[src/rtl/branch_pkg.sv]
// branch_pkg: branch kinds, counter limits and shared helpers for the branch resolver.
package branch_pkg;
  typedef enum logic [2:0] {
    BT_NONE = 3'd0,
    BT_BEQ  = 3'd1,
    BT_BNE  = 3'd2,
    BT_BLEZ = 3'd3,
    BT_BGTZ = 3'd4,
    BT_BLTZ = 3'd5,
    BT_BGEZ = 3'd6
  } br_type_e;
  localparam logic [1:0] SAT_MAX = 2'b11;
  localparam logic [1:0] SAT_MIN = 2'b00;
  function automatic logic [1:0] sat_update(input logic [1:0] cnt, input logic up);
    return up ? (cnt == SAT_MAX ? cnt : cnt + 2'd1) : (cnt == SAT_MIN ? cnt : cnt - 2'd1);
  endfunction
  // Encoding 7 is reserved and behaves like BT_NONE.
  function automatic logic is_branch(input logic [2:0] t);
    return t != BT_NONE && t != 3'd7;
  endfunction
endpackage

[src/rtl/branch_resolver_if.sv]
// branch_resolver_if: IF/ID-stage signals exchanged between the pipeline and the resolver.
interface branch_resolver_if #(parameter int WIDTH = 32);
  logic [WIDTH-1:0] if_pc, id_pc, id_rs_val, id_rt_val;
  logic [2:0]       id_br_type;
  logic             if_pred_taken, stall, id_valid, br_taken, mispredict;
  logic [31:0]      br_count, miss_count;
  modport master (
    output if_pc, stall, id_valid, id_pc, id_br_type, id_rs_val, id_rt_val,
    input  if_pred_taken, br_taken, mispredict, br_count, miss_count
  );
  modport slave (
    input  if_pc, stall, id_valid, id_pc, id_br_type, id_rs_val, id_rt_val,
    output if_pred_taken, br_taken, mispredict, br_count, miss_count
  );
endinterface

[src/rtl/branch_cond.sv]
// branch_cond: combinational MIPS branch condition evaluator (signed, two's complement).
module branch_cond
  import branch_pkg::*;
#(
  parameter int WIDTH = 32
) (
  input  logic [WIDTH-1:0] rs_i,
  input  logic [WIDTH-1:0] rt_i,
  input  logic [2:0]       type_i,
  output logic             cond_o
);
  logic eq, neg, zero;
  always_comb begin
    eq     = rs_i == rt_i;
    neg    = rs_i[WIDTH-1];
    zero   = rs_i == '0;
    cond_o = type_i == BT_BEQ  ? eq :
             type_i == BT_BNE  ? !eq :
             type_i == BT_BLEZ ? (neg | zero) :
             type_i == BT_BGTZ ? !(neg | zero) :
             type_i == BT_BLTZ ? neg :
             type_i == BT_BGEZ ? !neg : 1'b0;
  end
endmodule

[src/rtl/branch_resolver.sv]
// branch_resolver: ID-stage branch resolution with a 2-bit saturating-counter predictor
// and branch/mispredict event counters.
module branch_resolver
  import branch_pkg::*;
#(
  parameter int         WIDTH     = 32,
  parameter int         PHT_DEPTH = 64,
  parameter logic [1:0] CNT_INIT  = 2'b01
) (
  input  logic             clk,
  input  logic             reset,
  branch_resolver_if.slave bus
);
  localparam int IDX = $clog2(PHT_DEPTH);
  logic [1:0]     pht_q [PHT_DEPTH];
  logic [1:0]     cnt_d;
  logic           pred_q, pred_d, cond, taken, resolving, miss;
  logic [31:0]    br_cnt_q, br_cnt_d, miss_cnt_q, miss_cnt_d;
  logic [IDX-1:0] if_idx, id_idx;
  logic           unused_pc;
  assign if_idx    = bus.if_pc[IDX+1:2];
  assign id_idx    = bus.id_pc[IDX+1:2];
  assign unused_pc = ^{bus.if_pc[WIDTH-1:IDX+2], bus.if_pc[1:0], bus.id_pc[WIDTH-1:IDX+2], bus.id_pc[1:0]};
  branch_cond #(.WIDTH(WIDTH)) u_cond (
    .rs_i   (bus.id_rs_val),
    .rt_i   (bus.id_rt_val),
    .type_i (bus.id_br_type),
    .cond_o (cond)
  );
  always_comb begin
    taken      = bus.id_valid & is_branch(bus.id_br_type) & cond;
    resolving  = bus.id_valid & is_branch(bus.id_br_type) & ~bus.stall;
    miss       = resolving & (taken != pred_q);
    pred_d     = miss ? 1'b0 : pht_q[if_idx][1];
    cnt_d      = sat_update(pht_q[id_idx], taken);
    br_cnt_d   = br_cnt_q + 32'd1;
    miss_cnt_d = miss_cnt_q + {31'd0, miss};
  end
  // IF reads the pre-edge entry, so a same-cycle ID update is seen one cycle later.
  always_ff @(posedge clk or posedge reset) begin
    if (reset) begin
      for (int i = 0; i < PHT_DEPTH; i++) pht_q[i] <= CNT_INIT;
      pred_q     <= 1'b0;
      br_cnt_q   <= '0;
      miss_cnt_q <= '0;
    end else if (!bus.stall) begin
      pred_q <= pred_d;
      if (resolving) begin
        pht_q[id_idx] <= cnt_d;
        br_cnt_q      <= br_cnt_d;
        miss_cnt_q    <= miss_cnt_d;
      end
    end
  end
  assign bus.if_pred_taken = pht_q[if_idx][1];
  assign bus.br_taken      = taken;
  assign bus.mispredict    = miss;
  assign bus.br_count      = br_cnt_q;
  assign bus.miss_count    = miss_cnt_q;
endmodule

[src/flat_wrapper.sv]
// flat-port wrapper written by rule: the top's interface ports become plain ports
module branch_resolver_flat import branch_pkg::*;
#(
  parameter int         WIDTH     = 32,
  parameter int         PHT_DEPTH = 64,
  parameter logic [1:0] CNT_INIT  = 2'b01
)
  (clk, reset, bus_if_pc, bus_stall, bus_id_valid, bus_id_pc, bus_id_br_type, bus_id_rs_val, bus_id_rt_val, bus_if_pred_taken, bus_br_taken, bus_mispredict, bus_br_count, bus_miss_count);
  branch_resolver_if #(.WIDTH(WIDTH)) bus_i ();
  input  logic clk;
  input  logic reset;
  input wire logic [$bits(bus_i.if_pc)-1:0] bus_if_pc;
  input wire logic [$bits(bus_i.stall)-1:0] bus_stall;
  input wire logic [$bits(bus_i.id_valid)-1:0] bus_id_valid;
  input wire logic [$bits(bus_i.id_pc)-1:0] bus_id_pc;
  input wire logic [$bits(bus_i.id_br_type)-1:0] bus_id_br_type;
  input wire logic [$bits(bus_i.id_rs_val)-1:0] bus_id_rs_val;
  input wire logic [$bits(bus_i.id_rt_val)-1:0] bus_id_rt_val;
  output wire logic [$bits(bus_i.if_pred_taken)-1:0] bus_if_pred_taken;
  output wire logic [$bits(bus_i.br_taken)-1:0] bus_br_taken;
  output wire logic [$bits(bus_i.mispredict)-1:0] bus_mispredict;
  output wire logic [$bits(bus_i.br_count)-1:0] bus_br_count;
  output wire logic [$bits(bus_i.miss_count)-1:0] bus_miss_count;
  assign bus_i.if_pc = bus_if_pc;
  assign bus_i.stall = bus_stall;
  assign bus_i.id_valid = bus_id_valid;
  assign bus_i.id_pc = bus_id_pc;
  assign bus_i.id_br_type = bus_id_br_type;
  assign bus_i.id_rs_val = bus_id_rs_val;
  assign bus_i.id_rt_val = bus_id_rt_val;
  assign bus_if_pred_taken = bus_i.if_pred_taken;
  assign bus_br_taken = bus_i.br_taken;
  assign bus_mispredict = bus_i.mispredict;
  assign bus_br_count = bus_i.br_count;
  assign bus_miss_count = bus_i.miss_count;
  branch_resolver #(.WIDTH(WIDTH), .PHT_DEPTH(PHT_DEPTH), .CNT_INIT(CNT_INIT)) u_core (.clk(clk), .reset(reset), .bus(bus_i));
endmodule
[config.mk]
export PLATFORM = sky130hd
export DESIGN_NAME = branch_resolver_flat
export DESIGN_NICKNAME = d
export VERILOG_FILES = /design/src/rtl/branch_pkg.sv /design/src/rtl/branch_resolver_if.sv /design/src/rtl/branch_cond.sv /design/src/rtl/branch_resolver.sv /design/src/flat_wrapper.sv
export SDC_FILE = /design/constraint.sdc
export NUM_CORES = 1
export LEC_CHECK = 0
export BUFFER_PORTS_ARGS = -buffer_cell sky130_fd_sc_hd__buf_2
export CORE_ASPECT_RATIO = 0.5
export CORE_UTILIZATION = 60
export CTS_CLUSTER_DIAMETER = 150
export DETAILED_ROUTE_END_ITERATION = 7
export GPL_TIMING_DRIVEN = 0
export MAX_ROUTING_LAYER = met4
export PLACE_DENSITY = 0.86
export SYNTH_ARGS = -nofsm -noshare
export SYNTH_HDL_FRONTEND = slang
export SYNTH_SLANG_ARGS = --single-unit
export TNS_END_PERCENT = 30
[constraint.sdc]
create_clock -name clk -period 11.85 [get_ports clk]
set_clock_uncertainty 0.05 [all_clocks]
set_input_delay 1.185 -clock clk [delete_from_list [all_inputs] [get_ports clk]]
set_output_delay 1.185 -clock clk [all_outputs]
set_load 0.01 [all_outputs]
# Word level (Yosys, flattened, before mapping)
# Cells that the tools add are included.
# classes
addsub	4
magnitude_cmp	3
eq_ne	10
mux	19
bitwise	8
reduce_logical	9
# op_table
op	n
$bwmux 128	1
$add 32x1->32	1
$add 32x1->32 const B	1
$eq 32x32->1	1
$logic_not 32->1	1
$bmux 2 s6	2
$mux 2	8
$ge 7x7->1 const B	2
$not 6->7	2
$demux 2 s6	1
$eq 3x3->1 const B	3
$lt 7x1->1 const B	1
$mux 1	7
$eq 3x2->1 const B	2
$and 1x1->1	4
$eq 3x1->1 const B	1
$logic_not 1->1	3
$ne 3x3->1 const B	1
$reduce_bool 3->1	1
$add 2x1->2 const B	1
$eq 2x2->1 const B	1
$logic_and 1x1->1	2
$logic_not 2->1	1
$reduce_and 2->1	1
4 further kinds	4
# word_totals
ff_bits	193
in_bits	135
out_inout_bits	67
elab_cells	120

# Logic depth before layout (Yosys ltp)
# Gate-level depths: netlist of run 1.
# depth
depth_word	11
ltp_mapped	16
ltp_nobuf	16

# Modules after synthesis
# A second synthesis of run 1 with hierarchy kept.
# hier_totals
hier_cells	833
hier_area_um2	10341.2
# by_module_without_submodules
mod	instances	cells_per_inst	area_each_um2	seq_area_each_um2
branch_resolver	1	772	9864.5	4909.7
branch_cond	1	61	476.7	0.0

# Least setup slack after synthesis of run 1
# Ideal clock, no wire load.
# synth_path
path_kind	in2reg
from	input bus_id_rs_val[8]
to	register u_core.miss_cnt_q[26] (netlist: u_core.bus.miss_count[26])
setup_ps	79
arrival_ps	4605
required_ps	11721
path_slack_ps	7116
stages	16
path_buffers	0
path_cell_list	nor4_1 nand4_1 or2_1 a31oi_1 o21ai_0 a211oi_2 xnor2_1 nor2_1 ha_1 ha_1 nand3_1 nor3_1 and3_1 nand4_1 nor2_1 xor2_1
# synth_between
elab_chain_cells	11
elab_cells_between_ends	13
cone_classes	1 x add/sub; 2 x eq/ne; 4 x mux; 3 x bitwise; 3 x reduce/logical
# synth_rtl
item	line	text
start, declared	flat_wrapper.sv:17	input wire logic [$bits(bus_i.id_rs_val)-1:0] bus_id_rs_val;
$logic_not 32->1	branch_cond.sv:16	zero = rs_i == '0;
$or 1x1->1	branch_cond.sv:19, branch_cond.sv:20	
$logic_not 1->1	branch_cond.sv:20	type_i == BT_BGTZ ? !(neg | zero) :
$mux 1	branch_cond.sv:20	
$mux 1	branch_cond.sv:19	type_i == BT_BLEZ ? (neg | zero) :
$mux 1	branch_cond.sv:18	type_i == BT_BNE ? !eq :
$mux 1 *	branch_cond.sv:17	cond_o = type_i == BT_BEQ ? eq :
$and 1x1->1 *	branch_resolver.sv:31	taken = bus.id_valid & is_branch(bus.id_br_type) & cond;
via bus_br_taken	flat_wrapper.sv:20	output wire logic [$bits(bus_i.br_taken)-1:0] bus_br_taken;
$ne 1x1->1 *	branch_resolver.sv:33	miss = resolving & (taken != pred_q);
$and 1x1->1 *	branch_resolver.sv:33	
via bus_mispredict	flat_wrapper.sv:21	output wire logic [$bits(bus_i.mispredict)-1:0] bus_mispredict;
$add 32x1->32 *	branch_resolver.sv:37	miss_cnt_d = miss_cnt_q + {31'd0, miss};
end signal, assigned	branch_resolver.sv:51	miss_cnt_q <= miss_cnt_d;
end, declared	branch_resolver.sv:18	logic [31:0] br_cnt_q, br_cnt_d, miss_cnt_q, miss_cnt_d;
# Mark *: on every way through the listed nets, which the timed path passes. The rest lies on a longest branch.
# A chain may end at the register's enable or synchronous reset.

# Worst setup path in the final report of run 1
# layout_path
from	input bus_id_rs_val[0]
to	register u_core.miss_cnt_q[30] (netlist: u_core.bus.miss_count[30])
# layout_between
elab_chain_cells	11
elab_cells_between_ends	13
cone_classes	1 x add/sub; 2 x eq/ne; 4 x mux; 3 x bitwise; 3 x reduce/logical
# layout_rtl
item	line
$logic_not 32->1	branch_cond.sv:16
$or 1x1->1	branch_cond.sv:19, branch_cond.sv:20
$logic_not 1->1	branch_cond.sv:20
$mux 1	branch_cond.sv:20
$mux 1	branch_cond.sv:19
$mux 1	branch_cond.sv:18
$mux 1 *	branch_cond.sv:17
$and 1x1->1 *	branch_resolver.sv:31
$ne 1x1->1 *	branch_resolver.sv:33
$and 1x1->1 *	branch_resolver.sv:33
$add 32x1->32 *	branch_resolver.sv:37
# Every way passes the cells marked *; elsewhere a longest branch is shown, timed or not.

==> results of run 1 <==
[path summary, 6_finish.rpt]
path | start | endpoint | slack [ps]
worst max-delay path | bus_id_rs_val[0] | u_core.bus.miss_count[30] | 6530
worst min-delay path | u_core.pht_q[66] | u_core.pht_q[66] | 410
worst max register to register | u_core.pred_q | u_core.bus.miss_count[30] | 8850
worst min register to register | u_core.pht_q[66] | u_core.pht_q[66] | 410
max in group asynchronous | reset | u_core.pht_q[18] | 10020
min in group asynchronous | reset | u_core.pht_q[39] | 750
[critical path: stages]
cell and delay [ps]:
buf_2 120, nor4_1 380, nand4_1 180, or2_1 280, a31oi_1 180, o21ai_0 110
a211oi_2 730, xnor2_1 130, nor2_1 190, ha_1 220, ha_1 190, nand3_1 170
nor3_1 670, and3_1 300, nand4_1 220, nor2_1 200, xor2_1 160
[per-layer routing]
layer	track usage (%)	routed length, µm	vias to the layer above
li1	-	-	4047
met1	45.6	11700	4430
met2	54.7	13500	671
met3	9.18	3580	167
met4	18.5	1300	0
met5	-	0	-
[registers in the layout, summed over array words and instances, names as in the netlist]
register	cells
u_core.bus.miss_count	32
u_core.bus.br_count	32
u_core.pred_q	1
u_core.pht_q	128
[stage by stage]
| step | total power [mW] | utilization, % | hold WS, ps | instance area (µm²) |
|---|---|---|---|---|
| 2_1_floorplan | 0.926 | - | 390 | 10300 |
| 3_3_place_gp | 1.01 | 68.1 | 397 | 11300 |
| 3_5_place_dp | 1.02 | 68.3 | 402 | 11300 |
| 4_1_cts | 1.60 | 71.9 | 412 | 11900 |
| 5_1_grt | 1.66 | 71.9 | 428 | 11900 |
| 6_report | 1.61 | 71.9 | 412 | 11900 |
[logic make-up (layout without fill, tap and decap cells)]
group | after synthesis | in the layout | synth area share (%)
and+or+nand+nor | 418 | 418 | 18.2
AOI/OAI and AO/OA | 214 | 214 | 12.8
DFF | 193 | 193 | 47.6
xor gates and xnor gates | 94 | 94 | 7.99
buffers and inverters | 69 | 245 | 3.30
muxes | 60 | 60 | 9.77
adders and majority gates | 3 | 3 | 0.364
[area by class of cell]
class                   instances  area (µm²)
repair buffers                144         743
fillers                      1197        4660
well taps                     227         284
flip-flops and latches        193        4910
multi-input cells             789        5060
clock buffers                  21         460
inverters                      12        52.6
clock inverters                11         131
plain buffers                  57         295
[power groups by stage]
stage	clock [mW]	combinational [mW]	sequential (mW)
2_1_floorplan	0	0.159	0.766
4_1_cts	0.587	0.251	0.765
3_3_place_gp	0	0.237	0.770
3_5_place_dp	0	0.249	0.776
6_report	0.586	0.257	0.768
5_1_grt	0.612	0.278	0.773
[placed cells by master, fill, tap and decap left out, drive strengths merged, types with 24 or more instances in the layout]
| master | count |
|---|---|
| buf | 179 |
| nor2 | 158 |
| nand2 | 132 |
| dfrtp | 129 |
| a21oi | 74 |
| o21ai | 70 |
| dfstp | 64 |
| xor2 | 53 |
| clkbuf | 43 |
| xnor2 | 41 |
| mux4 | 31 |
| nand3 | 29 |
| o31ai | 24 |
==> metrics.md, run 1 <==
| Metric | Value |
|---|---|
| Outcome | finished clean |
| Final period utilization | 44.9% |
| Hold Fails Final Rpt | 0 |
| CTS root buf | clkbuf_16 |
| Via Count | 9315 |
| First-pass GRT wire length | 47.7 mm |
| Die Width | 187 µm |
| Async SR Flop Fraction | 100% |
| Int Power | 1.15 mW |
| WL/cell | 20.7 µm |
| Commonest cells post-synth | 158 x nor2_1, 132 x nand2_1, 129 x dfrtp_1 |
| FMAX | 188 MHz |
| Clk pin slew, worst setup/hold paths | 80 ps |
| Hold_buf cts | 0 |
| YS warnings | 0 |
| Place WS | 6220 ps |
| Initial antenna violation count | 0 |
| Clock Tree Buf Depth | 2 |
| PwrDens | 135 mW/mm² |
| Die area | 0.0177 mm² |
| Setup bufs post-CTS | 0 |
| Leakage | 5.24 nW |
| Placed wire-length estimate | 21.2 mm |
| Vias in the first global route | 9222 |
| Hold Path Class | flip-flop to flip-flop |
| Fin cells | 1454 |
| Synthesized cell area | 0.0103 mm² |
| Largest net degree at the start of global routing | 113 |
| Post-route DRC | 0 |
| Io pins | 202 |
| Clock power share | 36.4% |
| Post-Place Cells | 1422 |
| Switching pwr | 0.461 mW |
| Antenna Cells | 0 |
| Arrival time at the worst endpoint | 5630 ps |
| H-tree level count | 4 |
| Final max-slew violation count | 0 |
| Worst slew pin tran | 1100 ps |
| Num CTS Buffers | 17 |
| Area leader, netlist | dfrtp_1 |
| Die Y | 94.7 µm |
| Yosys reg bits | 193 |
| Total Wirelength | 30.1 mm |
| Critical path type | primary input to flip-flop |
| Vias/cell | 6.41 |
| PnR worst setup slack | 6530 ps |
| First drt pass iteration count | 6 |
| Core Rows | 33 |
| Core box area | 0.0166 mm² |
| Syn nets | 1189 |
| Worst hold stages | 2 |
| # setup viols final | 0 |
| Starting density of the core | 62.1% |
| Routed Antenna Nets | 0 |
| Post-Synthesis Cells | 1051 |
| Iteration-0 DRC Markers | 1235 |
| # port buffers | 143 |
| Comb pwr share | 15.9% |
| P&R area growth vs syn | 15.8% |
| Fin crit period | 5320 ps |
| Most frequent cell after synthesis | nor2_1 |
| FF-to-FF path depth | 10 |
| Routability congestion estimate from global placement | 1.03 |
| Share of the synthesized area in the top cell type | 31.3% |
| Avg Inst Size Synth | 9.81 µm² |
| Sw Ratio | 28.6% |
| Critical Path Sink Type | flip-flop |
| Share of cells above drive strength 1 | 26.3% |
| Post-CTS sizing | 0 |
| Startpoint types | primary input |
| Main synth FF type | dfrtp_1 |
| Max Cap Viol | 0 |
| Netlist cell types | 63 |
| Synth top area cells | dfrtp_1 31%, dfstp_2 16%, mux4_2 6.8% |
| Required time of the critical path | 12160 ps |
| Worst-Skew Late Latency | 440 ps |
| Number of synthesized flops with an enable pin | 0 |
| Register area share after synthesis | 47.6% |
| Worst vdd ir | 0.0000993 V |
| Total gr overflow | 0 |
| All-Layer GR Usage | 36.1% |
| Nets | 1352 |
| Crit path max fanout | 6 |
| Setup tns final | 0 ps |
| Sequential Power Share | 47.7% |
| Max-Slew Margin vs Limit | 26.4% |
| CTS Sinks | 193 |
| Unrepaired setup endpoints after global routing | false |
| TritonCTS clock tree | built |
Power figures use the tool's default switching activity.
==> run 2: changes to the inputs <==
Settings changed: CORE_UTILIZATION 60 to 56, PLACE_DENSITY 0.86 to 0.81.
Clock period 11.85 ns to 5.03 ns, I/O delays scaled along.
==> run 2 against run 1 <==
  * Global-route usage down 3.2 points
  * Register-to-register slack worse by 6800 ps
  * Cell count up 0.69%
==> metrics.md, run 2 (synthesis results as in run 1) <==
| Metric | Value |
|---|---|
| Antenna Cells | 0 |
| Leakage | 5.26 nW |
| # setup viols final | 0 |
| Largest net degree at the start of global routing | 45 |
| Worst vdd ir | 0.000242 V |
| WL/cell | 20.1 µm |
| Fin crit period | 4650 ps |
| Setup tns final | 0 ps |
| First drt pass iteration count | 5 |
| Routability congestion estimate from global placement | 1.00 |
| Die Width | 194 µm |
| FMAX | 215 MHz |
| CTS Sinks | 193 |
| Pwr Total | 3.77 mW |
| Unrepaired setup endpoints after global routing | false |
| Total gr overflow | 0 |
| Slowest stage cell, crit path | a211oi_2 |
| Arrival time at the worst endpoint | 4960 ps |
| Critical path type | primary input to flip-flop |
| Worst slew pin tran | 1320 ps |
| Critical Path Sink Type | flip-flop |
| Critical path's largest stage delay | 770 ps |
| Total Wirelength | 29.4 mm |
| Routed Antenna Nets | 0 |
| Hold_buf cts | 0 |
| Hold Path Class | primary input to async pin |
| Post-route DRC | 0 |
| Hold Fails Final Rpt | 0 |
| Commonest non-fill, non-tap cell in the layout | nor2_1 |
| Fin cells | 1464 |
| Post-CTS sizing | 0 |
| # port buffers | 143 |
| Clock Tree Buf Depth | 2 |
| CTS root buf | clkbuf_16 |
| TritonCTS clock tree | built |
| FILL cells | 1364 |
| Core box area | 0.0177 mm² |
| Post-Place Cells | 1433 |
| Die area | 0.0190 mm² |
| First-pass GRT wire length | 46.8 mm |
| Worst hold slack | 286 ps |
| Iteration-0 DRC Markers | 902 |
| Starting density of the core | 58.3% |
| Placed wire-length estimate | 21.4 mm |
| Die Y | 97.9 µm |
| Max-Slew Margin vs Limit | 11.5% |
| Vias/cell | 6.16 |
| Max Cap Viol | 0 |
| Num CTS Buffers | 17 |
| Final max-slew violation count | 0 |
| Initial antenna violation count | 0 |
| P&R area growth vs syn | 16.4% |
| Final period utilization | 92.5% |
| PwrDens | 314 mW/mm² |
| Setup bufs post-CTS | 0 |
| Required time of the critical path | 5330 ps |
| H-tree level count | 4 |
| Share of cells above drive strength 1 | 26.6% |
| Worst-Skew Late Latency | 440 ps |
| Crit path max fanout | 6 |
| Worst-path cell chain | buf_2, nor4_1, nand4_1, or2_1, a31oi_1, o21ai_0, a211oi_2, xnor2_1, nor2_1, ha_1, ha_1, nand3_1, nor3_1, and3_1, nand4_1, nor2_1, xor2_1 |
| Via Count | 9014 |
| Clk pin slew, worst setup/hold paths | 80 ps |
| Startpoint types | primary input |
| Io pins | 202 |
| Most frequent cells in the layout | 158 x nor2_1, 157 x buf_2, 132 x nand2_1, 129 x dfrtp_1, 73 x a21oi_1 |
| Core Rows | 34 |
| Largest Register | u_core.pht_q |
| Nets | 1356 |
| Max reg flops | 128 |
| Vias in the first global route | 8962 |
| Outcome | finished clean |
| All-Layer GR Usage | 32.9% |
## run 2: area by class of cell
cell class | count | area (µm²) | share of cell area [%]
Multi-Input combinational cell | 789 | 5060 | 42.2
Sequential cell | 193 | 4910 | 40.9
Timing Repair Buffer | 148 | 816 | 6.80
Clock buffer | 18 | 439 | 3.66
Buffer | 57 | 295 | 2.46
Tap cell | 234 | 293 | 2.44
Clock inverter | 13 | 140 | 1.17
Inverter | 12 | 48.8 | 0.407
## run 2: through the flow
stage                     util, %  setup WS [ps]  area (µm²)
after floorplan                 -            978       10300
after detailed placement     64.5           12.2       11400
after global routing         67.8            105       12000
final                        67.8            377       12000
after CTS                    67.8            445       12000
after global placement       64.0            209       11300
## run 2: worst max-delay path, delay by kind of cell
family                   cells  cell delay, ps
AO/OA/AOI/OAI                3            1060
adder cells (fa/ha/maj)      2             400
AND/OR/NAND/NOR              9            2580
buffers and inverters        1             110
XOR/XNOR                     2             300
## run 2: per-layer routing
| layer | vias to the layer above | GRT usage, % | part of all wire, % |
|---|---|---|---|
| li1 | 4059 | - | - |
| met1 | 4402 | 43.2 | 42 |
| met2 | 484 | 49.6 | 45 |
| met3 | 69 | 8.60 | 10 |
| met4 | 0 | 12.3 | 2.2 |
| met5 | - | - | 0 |
## run 2: final timing paths
kind / slack [ps] / to / startpoint / cells past startpoint
min: 290 / u_core.pht_q[46] / reset / 2
max: 380 / u_core.bus.miss_count[30] / bus_id_rs_val[8] / 17
min reg2reg: 410 / u_core.pht_q[48] / u_core.pht_q[48] / 2
min in group clk: 310 / u_core.pred_q / bus_stall / 2
max reg2reg: 2100 / u_core.bus.miss_count[30] / u_core.pred_q / 10
max in group asynchronous: 3890 / u_core.bus.miss_count[27] / reset / 5
## run 2: power breakdown
| part | leakage, nW | total [mW] | internal [mW] | switching [mW] |
|---|---|---|---|---|
| combinational | 2.59 | 0.605 | 0.253 | 0.352 |
| clock | 0.275 | 1.36 | 0.743 | 0.619 |
| sequential | 2.40 | 1.80 | 1.70 | 0.104 |
| total | 5.26 | 3.77 | 2.69 | 1.07 |
==> run 3: changes to the inputs <==
Settings changed: BUFFER_PORTS_ARGS -buffer_cell sky130_fd_sc_hd__buf_2 to -buffer_cell sky130_fd_sc_hd__clkbuf_2, CORE_UTILIZATION 56 to 50, PLACE_DENSITY 0.81 to 0.73.
==> run 3 against run 2 <==
  * Design area increased by 0.76%
  * Worst hold slack got worse by 150 ps
  * Routed wire length increased by 1.7%
  * Register-to-register slack improved by 110 ps
  * Via count decreased by 1.6%
  * Setup slack improved by 140 ps
  * Sequential cell count unchanged
  * Clock power increased by 12%
  * Die area increased by 12%
  * Utilization decreased by 6.8 points
  * Critical path type unchanged
  * Largest cell class unchanged
==> metrics.md, run 3 (synthesis results as in run 1) <==
| Metric | Value |
|---|---|
| Max-Slew Margin vs Limit | 15.3% |
| Clock Tree Buf Depth | 2 |
| Worst-Skew Late Latency | 450 ps |
| Die Width | 205 µm |
| TritonCTS clock tree | built |
| Antenna Cells | 0 |
| Outcome | finished clean |
| Final period utilization | 89.6% |
| H-tree level count | 4 |
| Hold Fails Final Rpt | 0 |
| Most frequent cells in the layout | 158 x nor2_1, 143 x clkbuf_2, 132 x nand2_1, 129 x dfrtp_1, 73 x a21oi_1 |
| Worst r2r src | u_core.pred_q |
| Clk pin slew, worst setup/hold paths | 70 ps |
| Critical Path Sink Type | flip-flop |
| Via Count | 8869 |
| Post-Place Cells | 1464 |
| Core box area | 0.0198 mm² |
| Vias in the first global route | 8565 |
| Total Wirelength | 29.9 mm |
| Hold Path Class | primary input to async pin |
| Critical path type | primary input to flip-flop |
| Num CTS Buffers | 17 |
| CTS Sinks | 193 |
| FILL cells | 1633 |
| Final max-slew violation count | 0 |
| Initial antenna violation count | 0 |
| Total gr overflow | 0 |
| Post-CTS sizing | 0 |
| Pwr Total | 3.93 mW |
| Share of cells above drive strength 1 | 26.4% |
| FMAX | 222 MHz |
| Iteration-0 DRC Markers | 1059 |
| Post-route DRC | 0 |
| Routability congestion estimate from global placement | 0.989 |
| Hold_buf cts | 0 |
| Io pins | 202 |
| Worst vdd ir | 0.000186 V |
| Crit path max fanout | 6 |
| Commonest non-fill, non-tap cell in the layout | nor2_1 |
| Max reg flops | 128 |
| # port buffers | 143 |
| First drt pass iteration count | 5 |
| Starting density of the core | 52.0% |
| WL/cell | 20.0 µm |
| Nets | 1355 |
| Largest net degree at the start of global routing | 45 |
| Max Cap Viol | 0 |
| Die area | 0.0212 mm² |
| Required time of the critical path | 5350 ps |
| Placed wire-length estimate | 21.8 mm |
| Unrepaired setup endpoints after global routing | false |
| Worst slew pin tran | 1260 ps |
| Largest Register | u_core.pht_q |
| Worst Setup SP | bus_id_rs_val[7] |
| Fin crit period | 4510 ps |
| Die Y | 104 µm |
| PwrDens | 325 mW/mm² |
| All-Layer GR Usage | 30.1% |
| Arrival time at the worst endpoint | 4830 ps |
| Util after Layout | 61.0% |
| Setup bufs post-CTS | 0 |
| Design Area, Final | 0.0121 mm² |
| First-pass GRT wire length | 47.4 mm |
| CTS root buf | clkbuf_16 |
| Fin cells | 1496 |
| Routed Antenna Nets | 0 |
| # setup viols final | 0 |
| Setup tns final | 0 ps |
| DP Area | 0.0114 mm² |
| Startpoint types | primary input |
| Vias/cell | 5.93 |
| P&R area growth vs syn | 17.3% |
| Core Rows | 36 |
| Leakage | 5.25 nW |
==> run 3: changes by cell type in the layout (fill, tap and decap cells not counted), sizes merged <==
cell,delta
clkbuf,+145
buf,-144
clkinv,-6
bufinv,+3
inv,+3
clkinvlp,-1
==> run 3: through the flow <==
stage	hold slack, ps	worst slack (ps)
6_report	135	521
2_1_floorplan	390	978
3_3_place_gp	397	103
5_1_grt	154	202
4_1_cts	128	570
3_5_place_dp	403	104
==> run 3: power breakdown <==
group / leakage [nW] / switching (mW) / internal [mW]
combinational: 2.55 / 0.352 / 0.251
clock: 0.309 / 0.626 / 0.901
sequential: 2.40 / 0.103 / 1.70
total: 5.25 / 1.08 / 2.85
==> run 3: routing by layer <==
layer,share of wire [%],track usage (%),vias up
met4,1.8,9.31,0
met3,9.9,6.58,59
li1,-,-,4056
met5,0,-,-
met2,44,43.1,420
met1,44,42.5,4334
==> run 3: worst max-delay path, stage by stage <==
cell      delay, ps
clkbuf_2        110
nor4_1          390
nand4_1         200
or2_1           280
a31oi_1         160
o21ai_0         110
a211oi_2        800
xnor2_1         120
nor2_1          170
ha_1            210
ha_1            180
nand3_1         150
nor3_1          590
and3_1          290
nand4_1         210
nor2_1          180
xor2_1          160
==> run 3: path summary, 6_finish.rpt <==
check,end,slack [ps],cells past startpoint
worst max-delay path,u_core.bus.miss_count[28],520,17
worst max register to register,u_core.bus.miss_count[28],2210,10
min in group clk,u_core.pred_q,290,2
max in group asynchronous,u_core.pht_q[90],3840,4
worst min register to register,u_core.pht_q[50],410,2
worst min-delay path,u_core.pht_q[125],140,2
==> run 3: cell type report <==
| class | count | area, µm² | area share, % |
|---|---|---|---|
| flip-flops and latches | 193 | 4910 | 40.6 |
| plain buffers | 57 | 295 | 2.44 |
| inverters | 12 | 48.8 | 0.404 |
| clock buffers | 20 | 447 | 3.69 |
| repair buffers | 147 | 796 | 6.58 |
| clock inverters | 12 | 204 | 1.69 |
| well taps | 266 | 333 | 2.75 |
| multi-input cells | 789 | 5060 | 41.8 |
